$ cat src/rtl/fifo_chk_pkg.sv
// Shared types and elaboration helpers for the FIFO scoreboard checker.
package fifo_chk_pkg;

  typedef enum logic [1:0] {
    IDLE = 2'd0,
    RUN  = 2'd1,
    FAIL = 2'd2
  } chk_state_e;

  localparam int DEF_DATA_W = 4;
  localparam int DEF_DEPTH  = 4;
  localparam int DEF_TAG_W  = $clog2(DEF_DEPTH) + 1;

  // Tagged shadow entry at the default geometry; modules rebuild it from their own parameters.
  typedef struct packed {
    logic [DEF_TAG_W-1:0]  tag;
    logic [DEF_DATA_W-1:0] data;
  } chk_entry_t;

  function automatic bit read_lat_ok(input int lat);
    return (lat == 0) || (lat == 1);
  endfunction

endpackage

$ cat src/rtl/fifo_chk_shadow.sv
// Tagged shadow copy of the FIFO under check: storage, pointers, tag counter and occupancy.
module fifo_chk_shadow
  import fifo_chk_pkg::*;
#(
  parameter int DATA_W = DEF_DATA_W,
  parameter int DEPTH  = DEF_DEPTH,
  parameter int TAG_W  = $clog2(DEPTH) + 1
) (
  input  logic                    clk,
  input  logic                    rst,
  input  logic                    push,
  input  logic                    pop,
  input  logic [DATA_W-1:0]       wr_data,
  output logic [TAG_W-1:0]        occupancy,
  output logic [TAG_W-1:0]        wr_tag,
  output logic [TAG_W+DATA_W-1:0] rd_entry
);

  localparam int PTR_W = $clog2(DEPTH);

  typedef struct packed {
    logic [TAG_W-1:0]  tag;
    logic [DATA_W-1:0] data;
  } entry_t;

  entry_t           mem [DEPTH];
  logic [PTR_W-1:0] wr_ptr;
  logic [PTR_W-1:0] rd_ptr;

  // NOTE: the storage array is deliberately left out of reset; its contents are never
  // read before being written, and a reset-free array maps onto plain RAM/flops.
  always_ff @(posedge clk) begin
    if (push) mem[wr_ptr] <= entry_t'{tag: wr_tag, data: wr_data};
  end

  // NOTE: sequential state uses non-blocking assignments so every register samples
  // pre-edge values regardless of statement order.
  always_ff @(posedge clk or posedge rst) begin
    if (rst) begin
      wr_ptr    <= '0;
      rd_ptr    <= '0;
      wr_tag    <= '0;
      occupancy <= '0;
    end else begin
      if (push) begin
        wr_ptr <= wr_ptr + PTR_W'(1);
        wr_tag <= wr_tag + TAG_W'(1);
      end
      if (pop) rd_ptr <= rd_ptr + PTR_W'(1);
      if (push && !pop)      occupancy <= occupancy + TAG_W'(1);
      else if (pop && !push) occupancy <= occupancy - TAG_W'(1);
    end
  end

  assign rd_entry = mem[rd_ptr];

endmodule

$ cat config.mk
export PLATFORM = sky130hd
export DESIGN_NAME = fifo_chk_shadow
export DESIGN_NICKNAME = d
export VERILOG_FILES = /design/src/rtl/fifo_chk_pkg.sv /design/src/rtl/fifo_chk_shadow.sv
export SDC_FILE = /design/constraint.sdc
export NUM_CORES = 1
export LEC_CHECK = 0
export ABC_AREA = 1
export BUFFER_PORTS_ARGS = -buffer_cell sky130_fd_sc_hd__buf_4
export CORE_ASPECT_RATIO = 1.1
export CORE_MARGIN = 4
export CORE_UTILIZATION = 48
export CTS_CLUSTER_SIZE = 8
export DETAILED_ROUTE_END_ITERATION = 10
export PLACE_DENSITY = 0.68
export SLEW_MARGIN = 20
export SYNTH_ARGS = -nofsm -noshare
export SYNTH_HDL_FRONTEND = slang
export SYNTH_SLANG_ARGS = --single-unit
$ cat constraint.sdc
create_clock -name clk -period 1.3 [get_ports clk]
set_input_delay 0.13 -clock clk [delete_from_list [all_inputs] [get_ports clk]]
set_output_delay 0.13 -clock clk [all_outputs]
set_load 0.05 [all_outputs]
# After elaboration in Yosys (flattened, before gate mapping)
# Memories as Yosys holds them, arrays and structs flattened.
# Index checks and enable logic that the tools add are counted.
# totals
ramBits	28
register_bits	10
output_inout_bits	13
inputBits	8
elab_cells	19
mem_count	1
# op_classes
add_sub_neg	5
mux	4
n_reduce_logical	5
# mem_list
name	words	word_bits	rd	rd_ports_with_merged_regs	wr	line	source
mem	4	7	1	0	1	fifo_chk_shadow.sv:26	entry_t mem [DEPTH];
# ops
operator	count
adder 3 x 1 -> 3 bit, second input constant	2
2-to-1 mux 3 bit	2
adder 2 x 1 -> 2 bit, second input constant	2
subtractor 3 x 1 -> 3 bit, second input constant	1
logical AND 1 bit	2
zero test 1 bit	2
2-to-1 mux 1 bit	2
nonzero test 2 bit	1

# Logic depth before layout (Yosys ltp)
# logic_depth
word_depth	4
depth_mapped	9
mapped_depth_nobuf	9

# Least setup slack after synthesis
# OpenSTA, ideal clock, no wires.
# synth_path
path_type	flip-flop to flip-flop
from	register occupancy[0]
to	register occupancy[2]
setup_time_ps	119
n_path_buf	0
required_time_ps	1181
period_less_slack_ps	1446
path_slack_ps	-146
arrival_ps	1327
path_stages_with_launch	6
cell_sequence	dfrtp_1 fa_1 nand2_1 nand3_1 nand2_1 nand2_1
# synth_via
elab_chain_len	3
elab_cells_between_ends	4
classes_between	add/sub: 2; mux: 2
# synth_lines
element	line	source
from (decl)	fifo_chk_shadow.sv:14	output logic [TAG_W-1:0] occupancy,
from (signal assigned)	fifo_chk_shadow.sv:50	if (push && !pop) occupancy <= occupancy + TAG_W'(1);
from (signal assigned)	fifo_chk_shadow.sv:51	else if (pop && !push) occupancy <= occupancy - TAG_W'(1);
subtractor 3 x 1 -> 3 bit	fifo_chk_shadow.sv:51	
2-to-1 mux 3 bit	fifo_chk_shadow.sv:51	
2-to-1 mux 3 bit (*)	fifo_chk_shadow.sv:50	
# Mark *: on every way between the ends. The rest lies on a longest branch, timed or not. The select of a mux whose other input is x is not followed.
# A chain may end at the register's enable or synchronous reset.

# Worst setup path in the final report
# layout_path
from	register rd_ptr[0]
to	output rd_entry[4]
# layout_via
elab_chain_len	1
# layout_lines
element	line	source
from (decl)	fifo_chk_shadow.sv:28	logic [PTR_W-1:0] rd_ptr;
from (signal assigned)	fifo_chk_shadow.sv:49	if (pop) rd_ptr <= rd_ptr + PTR_W'(1);
memory read (4 x 7 bit)	-	
to (decl)	fifo_chk_shadow.sv:16	output logic [TAG_W+DATA_W-1:0] rd_entry
# Every way passes these cells.

==> summary.txt <==
Clock network
  – CTS root buf: clkbuf_4
  – Clock Sinks: 38
  – CTS tree: built
  – H-tree depth: 2
  – Later-pin clock latency in the skew report: 0.34 ns
  – Clk pin slew, worst setup/hold paths: ~0.10 ns
  – CTS buffer count: 5
  – Largest buffer count on any clock path: 2

Run status
  – Failing checks: setup timing
  – Status: finished with violations

Synth
  – Cells after Synth: approximately 140
  – Post-synthesis sequential area ratio: 65.8%
  – Primary FF master, synth: edfxtp_1
  – Synth area leaders: edfxtp_1 51%, dfrtp_1 15%, nand2_1 7.9%, o211ai_1 6.3%, inv_1 6.1%
  – Cell taking the most area after synthesis: edfxtp_1
  – Syn. warnings: 0
  – Most frequent cell after synthesis: nand2_1
  – Top cell type's share of synthesized area: 50.7%
  – Avg Inst Size Synth: between 10 and 15 µm²
  – Number of flops mapped to enable cells by yosys: 28
  – Top post-synthesis cells by count: 35 x nand2_1, 28 x edfxtp_1, 27 x inv_1
  – Synthesized cell area: 1660 µm²
  – Post-Syn Nets: roughly 150
  – Synth Register Bits: 38
  – Distinct cells, synth: 17
  – Ys async rst share: about a quarter

Layout
  – Antenna cell count: 0
  – Synthesis-to-layout area growth: 26.3%
  – Layout cells sized above 1: 26.7%
  – # fillers: ~280
  – Design Area, Final: 2090 µm²
  – Post-route insts no fill: 224
  – Post-layout util: 62.9%
  – Layout net count: 190

Critical path
  – Worst-path cell chain: buf_12 > o211ai_1 > nand2_1 > buf_6
  – Worst EP required: 1.17 ns
  – Crit Path Class: register to output port
  – Critical path's largest stage delay: 0.43 ns
  – Crit. End Element: output port
  – Crit-path slowest cell: dfrtp_1
  – Worst Path Arrival: 1.38 ns
  – Worst reg2reg path startpoint: wr_ptr[0]
  – Worst setup SP type: register
  – Critical Path Start: rd_ptr[0]
  – Max FO, Critical Path: 28

Power and ir drop
  – Maximum VDD drop: 1.49 mV
  – LEAKAGE: 0.000940 µW
  – Power Dens Cells: 2620 nW/µm²

Global route
  – All-layer global routing usage: between 10% and 20%
  – Vias in the first global route: 1055
  – First-pass GRT wire length: roughly 4800 µm
  – Largest net degree at the start of global routing: 29
  – Initial antenna violation count: 0
  – Grt ovf: 0

Routing
  – Vias per inst: 4.75
  – First DRT Iteration DRCs: 22
  – DRC violations left: 0
  – Routed WL: 2870 µm
  – Drt pass-1 iters: 4
  – Via count: between 1k and 1.5k
  – Drt wl/cell: around 13 µm
  – Routed Antenna Nets: 0

Timing
  – Final Skew: about 0.0056 ns
  – Actual slew at the worst max-slew pin: 0.380 ns
  – Period minus WS final: 1.51 ns
  – Setup Viol. Count Final: 7
  – Setup TNS: -1.41 ns
  – Final WS setup: -0.214 ns
  – Pins Over Slew Limit: 0
  – Final Hold Viols: 0
  – Normalized max-slew margin: 74.7%
  – RSZ-0062 raised after global routing: true
  – Tcrit/Tclk final: 116%
  – Max Fclk: roughly 660 MHz

Hold path
  – HP Start: pop
  – Hold Crit Class: input pin to register

Floorplan
  – Floorplan core area: 3330 µm²
  – Rows: 22
  – Die Span Y: 69.6 µm
  – Initial Util: between 40% and 50%
  – DIE AREA: 4460 µm²
  – DIE WIDTH: 64.0 µm
  – Top-level I/O count: 21

Placed design
  – HPWL after DPL: 1980 µm
  – Routability congestion estimate: 0.769
  – PortBufs: 20
  – Placed Area: 1930 µm²
  – Placed cells: approximately 210

Flow run
  – MaxCap Viol Count: 0
-- through the flow --
| stage | hold WS (ns) | power (µW) | setup slack, ns |
|---|---|---|---|
| after floorplan | -0.0301 | 3850 | -0.0428 |
| after global placement | 0.133 | 4620 | 0.0578 |
| after detailed placement | 0.136 | 4740 | -0.0327 |
| after CTS | 0.0507 | 5500 | -0.239 |
| after global routing | 0.0878 | 5830 | -0.300 |
| final | 0.0724 | 5480 | -0.214 |
-- cell type report --
type	count	area, µm²	share of cell area, %
clock buffers	5	37.5	1.79
clock inverters	3	16.3	0.777
inverters	28	105	5.02
multi-input cells	66	418	20.0
flip-flops and latches	38	1100	52.3
well taps	48	60.1	2.87
repair buffers	36	362	17.3
-- sequential cells by signal, indices dropped and copies added, names as in the netlist --
register / flops
mem: 28
occupancy: 3
rd_ptr: 2
wr_ptr: 2
wr_tag: 3
-- logic make-up (layout without fill, tap and decap cells) --
family                   after synthesis  after routing  share of synthesized area [%]
multiplexers                           1              1                          0.905
adder cells (fa/ha/maj)                7              7                           5.74
XOR/XNOR                               6              6                           3.17
AND/OR/NAND/NOR                       37             37                           8.60
AO/OA/AOI/OAI                         15             15                           6.64
flip-flops                            38             38                           65.8
buffers and inverters                 33             72                           9.13
-- report_power, final --
group | switching, µW | total, µW | internal (µW)
logic | 1810 | 2910 | 1110
clock network | 374 | 575 | 201
registers | 257 | 2000 | 1740
total | 2440 | 5480 | 3050
-- layer usage --
| layer | global-route usage [%] | vias up | share of wire, % |
|---|---|---|---|
| li1 | - | 524 | - |
| met1 | 16.8 | 504 | 39 |
| met2 | 23.5 | 24 | 54 |
| met3 | 3.08 | 11 | 3.7 |
| met4 | 9.35 | 0 | 3.6 |
| met5 | 0 | - | 0 |
-- worst max-delay path, delay by kind of cell (launching register included) --
| kind | cells | cell delay, ns |
|---|---|---|
| buffers and inverters | 2 | 0.33 |
| AOI/OAI and AO/OA | 1 | 0.18 |
| and+or+nand+nor | 1 | 0.10 |
| DFF | 1 | 0.43 |
-- path summary, 6_finish.rpt --
path,slack [ns],endpoint,cells after the start
min in group asynchronous,0.30,wr_ptr[1],3
setup / recovery,-0.21,rd_entry[4],4
hold reg to reg,0.53,occupancy[2],2
hold / removal,0.07,rd_ptr[1],3
max in group asynchronous,0.70,wr_tag[0],3
setup reg to reg,0.06,mem[2][4],5
-- placed cells by master (no fill, tap or decap), types with 4 or more instances in the layout --
cell	count
nand2_1	35
edfxtp_1	28
inv_1	24
buf_4	19
o211ai_1	14
buf_6	7
ha_1	6
dlygate4sd3_1	6
dfrtp_1	6
xor2_1	5
clkbuf_4	5
inv_2	4
dfrtp_2	4
buf_12	4
-- timing repair --
action                                 CTS  global route
resized for setup                        7             4
hold buffers                             6             0
pin swaps                                3             2
setup endpoints to repair                7            17
buffers inserted                         1             2
endpoints found under the hold margin   27             0
(Power assumes the default switching activity.)
